<file path="src/rtl/sbox_sched.sv">
`default_nettype none
// ---------------------------------------------------------------------------
// sbox_sched : shares one 4-lane S-box datapath between key and state paths
// Revision   : 1.0
// ---------------------------------------------------------------------------
module sbox_sched (
  input  logic         clk,
  input  logic         rst,
  input  logic         key_req,
  input  logic [31:0]  key_word,
  output logic         key_ack,
  output logic [31:0]  key_result,
  input  logic         st_req,
  input  logic [127:0] st_data,
  output logic         st_done,
  output logic [127:0] st_result,
  output logic [31:0]  sbox_in,
  input  logic [31:0]  sbox_out,
  output logic         busy
);

  typedef enum logic [1:0] {
    S_IDLE = 2'd0,
    S_KEY  = 2'd1,
    S_ST   = 2'd2
  } state_t;

  state_t              state_q, state_d;
  logic [1:0]          idx_q, idx_d;
  logic                prio_q, prio_d;      // 0: key favoured, 1: state favoured
  logic [3:0][31:0]    op_q, op_d;
  logic [2:0][31:0]    shadow_q, shadow_d;
  logic [31:0]         key_res_q, key_res_d;
  logic [127:0]        st_res_q, st_res_d;
  logic                key_ack_q, key_ack_d;
  logic                st_done_q, st_done_d;
  logic                key_eff;
  logic                st_eff;

  // A requester is ignored in the cycle its own ack/done is showing.
  assign key_eff = key_req & ~key_ack_q;
  assign st_eff  = st_req  & ~st_done_q;

  always_comb begin
    state_d   = state_q;
    idx_d     = idx_q;
    prio_d    = prio_q;
    op_d      = op_q;
    shadow_d  = shadow_q;
    key_res_d = key_res_q;
    st_res_d  = st_res_q;
    key_ack_d = 1'b0;
    st_done_d = 1'b0;
    sbox_in   = 32'd0;
    case (state_q)
      S_IDLE: begin
        if (key_eff && (!st_eff || !prio_q)) begin
          state_d = S_KEY;
          op_d    = {96'd0, key_word};
          prio_d  = 1'b1;
        end else if (st_eff) begin
          state_d = S_ST;
          op_d    = st_data;
          idx_d   = 2'd0;
          prio_d  = 1'b0;
        end
      end
      S_KEY: begin
        sbox_in   = op_q[0];
        key_res_d = sbox_out;
        key_ack_d = 1'b1;
        state_d   = S_IDLE;
      end
      S_ST: begin
        sbox_in = op_q[idx_q];
        if (idx_q == 2'd3) begin
          // Publish the whole state at once so no partial result is visible.
          st_res_d  = {sbox_out, shadow_q[2], shadow_q[1], shadow_q[0]};
          st_done_d = 1'b1;
          idx_d     = 2'd0;
          state_d   = S_IDLE;
        end else begin
          shadow_d[idx_q] = sbox_out;
          idx_d           = idx_q + 2'd1;
        end
      end
      default: state_d = S_IDLE;
    endcase
  end

  always_ff @(posedge clk) begin
    if (rst) begin
      state_q   <= S_IDLE;
      idx_q     <= 2'd0;
      prio_q    <= 1'b0;
      op_q      <= '0;
      shadow_q  <= '0;
      key_res_q <= 32'd0;
      st_res_q  <= 128'd0;
      key_ack_q <= 1'b0;
      st_done_q <= 1'b0;
    end else begin
      state_q   <= state_d;
      idx_q     <= idx_d;
      prio_q    <= prio_d;
      op_q      <= op_d;
      shadow_q  <= shadow_d;
      key_res_q <= key_res_d;
      st_res_q  <= st_res_d;
      key_ack_q <= key_ack_d;
      st_done_q <= st_done_d;
    end
  end

  assign key_ack    = key_ack_q;
  assign st_done    = st_done_q;
  assign key_result = key_res_q;
  assign st_result  = st_res_q;
  assign busy       = (state_q != S_IDLE);

endmodule
`default_nettype wire
</file>
<file path="config.mk">
export PLATFORM = sky130hd
export DESIGN_NAME = sbox_sched
export DESIGN_NICKNAME = d
export VERILOG_FILES = /design/src/rtl/sbox_sched.sv
export SDC_FILE = /design/constraint.sdc
export NUM_CORES = 1
export LEC_CHECK = 0
export BUFFER_PORTS_ARGS = -buffer_cell sky130_fd_sc_hd__clkbuf_2
export CAP_MARGIN = 15
export CORE_ASPECT_RATIO = 1.75
export CORE_MARGIN = 10
export CORE_UTILIZATION = 53
export CTS_CLUSTER_DIAMETER = 80
export DETAILED_ROUTE_END_ITERATION = 12
export GPL_TIMING_DRIVEN = 0
export PLACE_DENSITY = 0.8
export RECOVER_POWER = 50
export SLEW_MARGIN = 15
export SYNTH_ARGS = -nofsm -noshare
export SYNTH_HDL_FRONTEND = slang
export SYNTH_SLANG_ARGS = --single-unit
</file>
<file path="constraint.sdc">
create_clock -name clk -period 2.92 [get_ports clk]
set_clock_uncertainty 0.2 [all_clocks]
set_input_delay 0.876 -clock clk [delete_from_list [all_inputs] [get_ports clk]]
set_output_delay 0.876 -clock clk [all_outputs]
set_load 0.01 [all_outputs]
</file>
==> results of run 1 <==
power groups by stage:
stage	clock (mW)	combinational, mW	sequential, mW
floorplan	0	0.764	5.75
global placement	0	1.27	5.76
detailed placement	0	1.29	5.77
CTS	4.68	1.34	5.66
global route	4.89	1.44	5.68
finish	4.66	1.36	5.67
Yosys cell counts (7+ instances only):
master      n  area share [%]
buf_1      14            0.35
clkbuf_1   44             1.1
a21oi_1   289             9.7
ha_1        7            0.59
mux4_2     29             4.4
dfxtp_1   391              52
buf_2      64             2.1
a22o_1     32             1.9
nor2_1    131             3.3
mux2i_1    32             2.1
o21ai_0    26            0.87
buf_4       9            0.45
a22oi_1    97             4.9
nand2_1   486              12
buf_6      11            0.83
layout by cell type (no fill, tap or decap), types with 12 or more instances in the layout:
| cell | count |
|---|---|
| mux4_2 | 31 |
| buf_1 | 12 |
| clkbuf_2 | 240 |
| a22oi_1 | 97 |
| clkbuf_16 | 38 |
| o21ai_0 | 27 |
| buf_2 | 44 |
| nor2_1 | 131 |
| a21oi_1 | 289 |
| buf_4 | 16 |
| dfxtp_1 | 387 |
| clkbuf_1 | 205 |
| nand2_1 | 486 |
| mux2i_1 | 32 |
| buf_6 | 26 |
| a22o_1 | 32 |
state kept, by name, indices dropped and copies added, names as in the netlist:
name,cells
st_result,128
key_ack,1
op_q,128
key_result,32
idx_q,2
shadow_q,96
state_q,2
st_done,1
prio_q,1
cell families after synthesis:
group | count (synthesis) | synth area share, %
and+or+nand+nor | 630 | 16.2
AOI/OAI and AO/OA | 461 | 18.2
DFF | 391 | 52.5
buffers and inverters | 152 | 5.48
muxes | 64 | 7.05
adders and majority gates | 7 | 0.587
timing repair:
| action | in CTS | in global routing |
|---|---|---|
| setup buffers | 9 | 1 |
| resized for setup | 48 | 18 |
| gates cloned | 3 | 2 |
| setup endpoints to repair | 32 | 32 |
| pin swaps | 6 | 2 |
| hold endpoints to repair | 0 | 0 |
area by class of cell:
cell class / instances / area share (%)
Sequential cell: 391 / 42.0
Multi-Input combinational cell: 1162 / 33.7
Timing Repair Buffer: 404 / 10.9
Clock buffer: 48 / 5.28
Buffer: 144 / 4.65
Tap cell: 373 / 2.50
Clock inverter: 11 / 0.791
Inverter: 6 / 0.121
Antenna cell: 2 / 0.0268
worst max-delay path: stages, from the launching register on:
cell      delay [ns]
dfxtp_4         0.36
buf_12          0.16
buf_4           0.14
mux4_1          0.54
a22o_1          0.21
clkbuf_2        0.14
how the worst max path moves through the flow:
stage,start,to,slack (ns),cells after the start
2_1_floorplan,state_q[1]$_SDFFE_PP0P_,sbox_in[0],0.48,7
3_3_place_gp,state_q[1]$_SDFFE_PP0P_,sbox_in[0],-0.009,8
3_5_place_dp,state_q[1]$_SDFFE_PP0P_,sbox_in[0],-0.05,8
4_1_cts,idx_q[1]$_SDFFE_PP0P_,sbox_in[27],-0.25,5
5_1_grt,idx_q[1]$_SDFFE_PP0P_,sbox_in[15],-0.28,5
6_report,idx_q[1]$_SDFFE_PP0P_,sbox_in[15],-0.25,5
per-layer routing:
layer | GRT usage [%] | up-vias | wire length, um
met2 | 54.6 | 778 | 29200
met4 | 19.5 | 0 | 3920
met5 | 0 | - | 0
met3 | 5.42 | 187 | 3880
met1 | 28.6 | 6778 | 18100
li1 | - | 6670 | -
stage by stage:
stage	instance area [um^2]	power [mW]	hold slack, ns	TNS, ns
5_1_grt	18700	12.0	0.266	-8.00
3_5_place_dp	17300	7.07	0.242	-0.189
2_1_floorplan	14900	6.51	0.232	0
3_3_place_gp	17300	7.03	0.236	-0.0185
4_1_cts	18800	11.7	0.252	-6.96
6_report	18700	11.7	0.253	-6.56
==> results.json, run 1 <==
{
  "netlist_area_um2": 14900,
  "drive_above_1_share_pct": 20.2,
  "r2r-end": "st_result[114]$_SDFFE_PP0P_",
  "start_kind": "flip-flop",
  "synth_flop_cell": "dfxtp_1",
  "worst-path-max-fanout": 8,
  "whs_endpoint": "st_result[80]$_SDFFE_PP0P_",
  "wl_per_cell_um": 21.7,
  "core_area_um2": 27900,
  "clk_pin_slew_worst_paths_ns": 0.07,
  "power_density_nw_per_um2": 626,
  "hold_path_depth": 2,
  "clockPowerShare_pct": 39.9,
  "synth_cell_type_count": 35,
  "utilization_pct": 67.0,
  "peakVddDrop_mv": 0.543,
  "cts_tree": "done",
  "worstSetupEndpointType": "output pin",
  "arrival_ns": 2.10,
  "async_flop_share_pct": 0,
  "routed_wl_um": 55200,
  "maxCapViolCount": 0,
  "dp_cells": 2467,
  "rsz0062_at_grt": "true",
  "register_area_um2": 7840,
  "postRouteAntennaNets": 0,
  "rr_worst_depth": 7,
  "cts_buffers": 35,
  "io_buffers": 389,
  "rrSetupSlack_ns": 0.51,
  "ys_seq_elements": 391,
  "syn_nets": 1908,
  "gr-total-overflow": 0,
  "grt_pass1_wl_um": 82500,
  "fin_cells": 2541,
  "p_seq_share_pct": 48.5,
  "die_area_um2": 35500,
  "status": "finished with violations",
  "io_pins": 391,
  "power.leakage_nw": 7.07,
  "fin_crit_sh_pct": 109,
  "drc": 0,
  "synth_cells": 1705,
  "grt_max_degree": 17,
  "hold_class": "reg -> reg",
  "antenna_found_initial": 2,
  "violations": "setup timing",
  "p_sw_mw": 2.98,
  "clock_sinks": 391,
  "n_fill_cell": 2337,
  "ys_seq_area_share_pct": 52.5,
  "finalWorstSetupSlack_ns": -0.252,
  "synth_edf_count": 0,
  "p_int_mw": 8.70,
  "dp_slack_ns": -0.0457,
  "worst_pin_slew_ns": 0.805,
  "worstPathRequired_ns": 1.84,
  "die_w_um": 147,
  "clkLatencyLatePin_ns": 0.54,
  "die_h_um": 242,
  "relSlewSlack_pct": 46.4,
  "viasPerCell": 5.67,
  "grt_pass1_vias": 14600,
  "ctsHtreeMaxLevel": 2,
  "rows": 81,
  "switching_share_pct": 25.5,
  "num_vias": 14400,
  "slew_viol_final": 0,
  "initial_core_util_pct": 53.5,
  "drt_iter0_drc": 1049,
  "setup_viol": 32,
  "ys.warnings.count": 0,
  "cts_hold_buf": 0,
  "period_minus_slack_ns": 3.17,
  "cts-root-buf": "clkbuf_16",
  "combPwrFrac_pct": 11.6,
  "worstHoldStart": "shadow_q[80]$_SDFFE_PP0P_",
  "multiInputGateArea_um2": 6300,
  "area_delta_synth_final_pct": 25.1,
  "critPathKind": "reg -> out",
  "firstDrtPassIters": 6,
  "r2r-start": "idx_q[1]$_SDFFE_PP0P_",
  "place_congestion": 0.915,
  "dp_hpwl_um": 42100,
  "hold_viol_final": 0,
  "clockBufferDepth": 3,
  "fmax_ghz": 0.315,
  "avgSynthCellArea_um2": 8.75,
  "grtUsageTotal_pct": 29.4,
  "finalNetCount": 2347
}
Note: power is estimated with default switching activity, not from simulation.
==> run 2, diff against run 1 <==
CORE_UTILIZATION = 40   (was 53)
PLACE_DENSITY = default   (was 0.8)
SETUP_SLACK_MARGIN = 0.2   (was default)
==> run 2 against run 1 <==
The run still ends with setup timing left. Power increased by 3.8%. Clock-buffer cell count is 8 higher. Critical path type unchanged. Highest routed layer is now met5. Worst hold slack worse by 0.0076 ns. Clock power is 9.9% higher. Register-to-register slack worse by 0.16 ns. Critical endpoint is now sbox_in[8].
==> results.json, run 2 (same netlist as run 1, synthesis figures left out) <==
{
  "status": "finished with violations",
  "violations": "setup timing",
  "clk_pin_slew_worst_paths_ns": 0.07,
  "worstSetupEndpointType": "output pin",
  "r2r-end": "op_q[127]$_SDFFE_PP0P_",
  "worst_pin_slew_ns": 0.764,
  "postRouteAntennaNets": 0,
  "r2r-start": "st_done$_SDFF_PP0_",
  "worstPathRequired_ns": 1.84,
  "place_congestion": 0.874,
  "rr_worst_depth": 6,
  "cts_hold_buf": 0,
  "wl_per_cell_um": 22.1,
  "io_pins": 391,
  "power_mw": 12.1,
  "mostFrequentLayoutCell": "nand2_1",
  "die_area_um2": 45700,
  "grtUsageTotal_pct": 24.2,
  "antenna_found_initial": 2,
  "cts-root-buf": "clkbuf_16",
  "ctsHtreeMaxLevel": 2,
  "critPathKind": "reg -> out",
  "drive_above_1_share_pct": 19.6,
  "cts_tree": "done",
  "start_kind": "flip-flop",
  "fin_cells": 2646,
  "fin_crit_sh_pct": 108,
  "drc": 0,
  "drt_iter0_drc": 760,
  "finalWorstSetupSlack_ns": -0.243,
  "power_density_nw_per_um2": 644,
  "peakVddDrop_mv": 0.445,
  "grt_pass1_vias": 14200,
  "hold_class": "reg -> reg",
  "firstDrtPassIters": 5,
  "power.leakage_nw": 7.04,
  "mostFrequentLayoutCells": "nand2_1 (486), dfxtp_1 (388), a21oi_1 (289)",
  "io_buffers": 389,
  "fmax_ghz": 0.316,
  "die_w_um": 166,
  "slew_viol_final": 0,
  "grt_pass1_wl_um": 86400,
  "cts_buffers": 38,
  "routed_wl_um": 58400,
  "relSlewSlack_pct": 49.1,
  "maxCapViolCount": 0,
  "rsz0062_at_grt": "true",
  "hold_viol_final": 0,
  "num_vias": 13800,
  "worstHoldStart": "shadow_q[18]$_SDFFE_PP0P_",
  "worst-path-max-fanout": 10,
  "period_minus_slack_ns": 3.16,
  "whs_endpoint": "st_result[18]$_SDFFE_PP0P_",
  "setup_viol": 32,
  "clock_sinks": 391,
  "clkLatencyLatePin_ns": 0.54,
  "initial_core_util_pct": 40.4,
  "dp_hpwl_um": 45800,
  "dp_cells": 2569,
  "rows": 93,
  "gr-total-overflow": 0,
  "viasPerCell": 5.22,
  "die_h_um": 275,
  "grt_max_degree": 15,
  "area_delta_synth_final_pct": 26.2,
  "finalNetCount": 2346,
  "arrival_ns": 2.09,
  "hold_path_depth": 2,
  "rrSetupSlack_ns": 0.35,
  "core_area_um2": 36900,
  "clockBufferDepth": 3
}
run 2: cell count changes in the layout (fill, tap and decap cells not counted), moves of 2 or more:
cell / delta
buf_6: -20
clkbuf_1: +14
clkbuf_8: +8
clkbuf_2: -6
buf_12: +2
buf_2: +2
clkbuf_16: +2
inv_2: -2
inv_4: +2
run 2: final cells by class:
cell class,instances,area (um^2)
inverter,6,27.5
clock inverter,11,153
timing repair buffer,398,1900
tap,475,594
fill,3657,18100
clock buffer,56,1140
sequential,391,7830
multi-input combinational,1162,6290
buffer,146,876
antenna,1,2.50
run 2: worst max-delay path by stage:
stage / from / end / slack (ns)
floorplan: state_q[1]$_SDFFE_PP0P_ / sbox_in[0] / 0.48
global placement: state_q[1]$_SDFFE_PP0P_ / sbox_in[31] / -0.02
finish: idx_q[1]$_SDFFE_PP0P_ / sbox_in[8] / -0.24
global route: idx_q[1]$_SDFFE_PP0P_ / sbox_in[23] / -0.30
detailed placement: state_q[1]$_SDFFE_PP0P_ / sbox_in[31] / -0.03
CTS: idx_q[1]$_SDFFE_PP0P_ / sbox_in[23] / -0.27
run 2: critical path: stages, from the launching register on:
cell,delay (ns)
dfxtp_2,0.35
buf_12,0.15
buf_12,0.17
mux4_2,0.51
a22o_1,0.22
clkbuf_2,0.14
run 2: timing repair:
action,CTS,global route
setup endpoints to repair,32,32
buffers inserted,6,0
cloned,3,0
endpoints found under the hold margin,0,0
gates resized for setup,60,6
pin swaps,9,4
run 2: report_power, final:
group / switching (mW) / internal, mW
Clock: 2.14 / 2.98
Combinational: 0.825 / 0.513
Sequential: 0.135 / 5.53
Total: 3.10 / 9.03
run 2: through the flow:
stage	utilization (%)	hold WS [ns]	worst slack (ns)	area, um^2	setup TNS, ns
after floorplan	-	0.232	0.477	14900	0
after global placement	47.3	0.237	-0.0161	17500	-0.0161
after detailed placement	47.3	0.245	-0.0286	17500	-0.0313
after CTS	51.7	0.248	-0.268	19100	-7.39
after global routing	51.0	0.262	-0.303	18800	-8.60
final	51.0	0.246	-0.243	18800	-6.69
run 2: metal layers:
metal | routed length, um | vias up | part of all wire, % | GRT usage, %
met5 | 7 | - | 0.012 | 0
met4 | 3020 | 2 | 5.2 | 13.3
met3 | 3240 | 138 | 5.6 | 4.50
met2 | 32000 | 504 | 55 | 47.2
met1 | 20100 | 6533 | 34 | 23.4
li1 | - | 6647 | - | -
==> run 3, diff against run 2 <==
CORE_MARGIN = default   (was 10)
CTS_BUF_LIST = sky130_fd_sc_hd__clkbuf_8   (was default)
==> run 3 against run 2 <==
The run still ends with setup timing left. Clock-buffer cell count is 21 higher. Wire length is 6.3% lower. Worst setup slack worse by 0.086 ns. Register-to-register slack better by 0.22 ns. Final area is 1.5% higher. Die area is 17% lower. Sequential share of layout area is 0.62 points lower. Flip-flop and latch count stayed put. Worst hold slack better by 0.0035 ns. Via count hardly changed. Clock power is 10% lower.
==> results.json, run 3 (same netlist as run 1, synthesis figures left out) <==
{
  "viasPerCell": 5.15,
  "worst_pin_slew_ns": 0.788,
  "hold_viol_final": 0,
  "finalSetupTns_ns": -9.24,
  "routed_wl_um": 54700,
  "path_delay_family": "multiplexers",
  "clockBufferDepth": 3,
  "dp_hpwl_um": 41800,
  "critPathMaxStageDelay_ns": 0.53,
  "grt_pass1_vias": 14200,
  "violations": "setup timing",
  "rsz0062_at_grt": "true",
  "finalNetCount": 2366,
  "wl_per_cell_um": 20.4,
  "die_h_um": 257,
  "hold_ws_ns": 0.249,
  "clock_sinks": 391,
  "mostFrequentLayoutCell": "nand2_1",
  "relSlewSlack_pct": 47.5,
  "rows": 93,
  "hold_class": "reg -> reg",
  "core_area_um2": 36800,
  "num_vias": 13800,
  "clk_pin_slew_worst_paths_ns": 0.07,
  "die_area_um2": 38100,
  "die_w_um": 148,
  "antenna_found_initial": 5,
  "grtUsageTotal_pct": 28.1,
  "drive_above_1_share_pct": 28.4,
  "postRouteAntennaNets": 0,
  "power_density_nw_per_um2": 609,
  "mostFrequentLayoutCells": "nand2_1 (486), dfxtp_1 (387), clkbuf_2 (385)",
  "cts_hold_buf": 0,
  "area_delta_synth_final_pct": 28.0,
  "arrival_ns": 2.17,
  "initial_core_util_pct": 40.6,
  "slew_viol_final": 0,
  "critPathKind": "reg -> out",
  "path_buf_inv": 3,
  "cts_tree": "done",
  "fmax_ghz": 0.308,
  "clkLatencyLatePin_ns": 0.62,
  "firstDrtPassIters": 7,
  "cts_buffers": 55,
  "path_cells": "buf_12 -> buf_4 -> mux4_1 -> a22o_1 -> clkbuf_8",
  "io_buffers": 389,
  "status": "finished with violations",
  "gr-total-overflow": 0,
  "drc": 0,
  "power.leakage_nw": 7.72,
  "grt_max_degree": 16,
  "period_minus_slack_ns": 3.25,
  "worstPathRequired_ns": 1.84,
  "worst-path-max-fanout": 8,
  "fin_crit_sh_pct": 111,
  "cts-root-buf": "clkbuf_8",
  "place_congestion": 0.893,
  "grt_pass1_wl_um": 80600,
  "critPathSlowestCell": "mux4_1",
  "peakVddDrop_mv": 0.450,
  "worstSetupEndpointType": "output pin",
  "start_kind": "flip-flop",
  "setup_viol": 32,
  "io_pins": 391,
  "maxCapViolCount": 0,
  "drt_iter0_drc": 698,
  "finalWorstSetupSlack_ns": -0.329,
  "ctsHtreeMaxLevel": 2
}
## run 3: cell types whose count changed in the layout (fill, tap and decap cells not counted), moves of 2 or more
cell and change:
inv_1 +12, buf_1 +2, buf_2 +4, bufinv_16 -2
clkbuf_1 -174, clkinv_2 +4, clkbuf_16 -36, buf_6 +12
clkbuf_2 +151, dfxtp_2 +2, diode_2 +4, clkbuf_8 +67
## run 3: area by class of cell
type                    count  area (um^2)
inverters                   6         25.0
clock inverters            25          153
clock buffers              77         1060
well taps                 475          594
diodes                      5         12.5
flip-flops and latches    391         7830
repair buffers            401         2170
fillers                  3644        17700
plain buffers             146          950
multi-input cells        1162         6300
## run 3: report_power, final
part / switching [mW] / total (mW) / leakage, nW / internal (mW)
Combinational: 0.822 / 1.36 / 3.87 / 0.542
Clock: 2.16 / 4.60 / 0.684 / 2.44
Sequential: 0.133 / 5.67 / 3.17 / 5.54
## run 3: final timing paths
path                       startpoint                           to  slack [ns]  cells after the start
max             idx_q[1]$_SDFFE_PP0P_                   sbox_in[5]       -0.33                      5
max reg2reg     idx_q[1]$_SDFFE_PP0P_  st_result[111]$_SDFFE_PP0P_        0.57                      7
min reg2reg  shadow_q[1]$_SDFFE_PP0P_    st_result[1]$_SDFFE_PP0P_        0.25                      2
min          shadow_q[1]$_SDFFE_PP0P_    st_result[1]$_SDFFE_PP0P_        0.25                      2
## run 3: repair_timing
item,4_1_cts,5_1_grt
resized for setup,60,9
setup buffers,6,1
cloned,3,2
setup endpoints to repair,32,32
pin swaps,7,0
## run 3: metal layers
layer	up-vias	global-route usage [%]	part of all wire (%)
met2	519	54.7	54
met5	-	0	0
met4	0	17.1	6.7
li1	6712	-	-
met3	184	4.61	5.2
met1	6418	26.7	34
## run 3: per-stage QoR
step           utilization (%)  std cells  setup slack (ns)  power, mW  instance area, um^2
2_1_floorplan                -       1705             0.477       6.51                14900
3_3_place_gp              47.5       2569           -0.0474       7.07                17500
3_5_place_dp              47.5       2569           -0.0695       7.09                17500
4_1_cts                   51.7       2680            -0.384       11.7                19000
5_1_grt                   51.9       2688            -0.406       12.1                19100
6_report                  51.9       2688            -0.329       11.6                19100
## run 3: worst register-to-register path, stage by stage, from the launching register on
cell and delay [ns]:
dfxtp_2 0.34, buf_4 0.14, ha_1 0.22, nand2_1 0.11, clkbuf_1 0.56, buf_1 0.45
nand2_1 0.10, a21oi_1 0.16
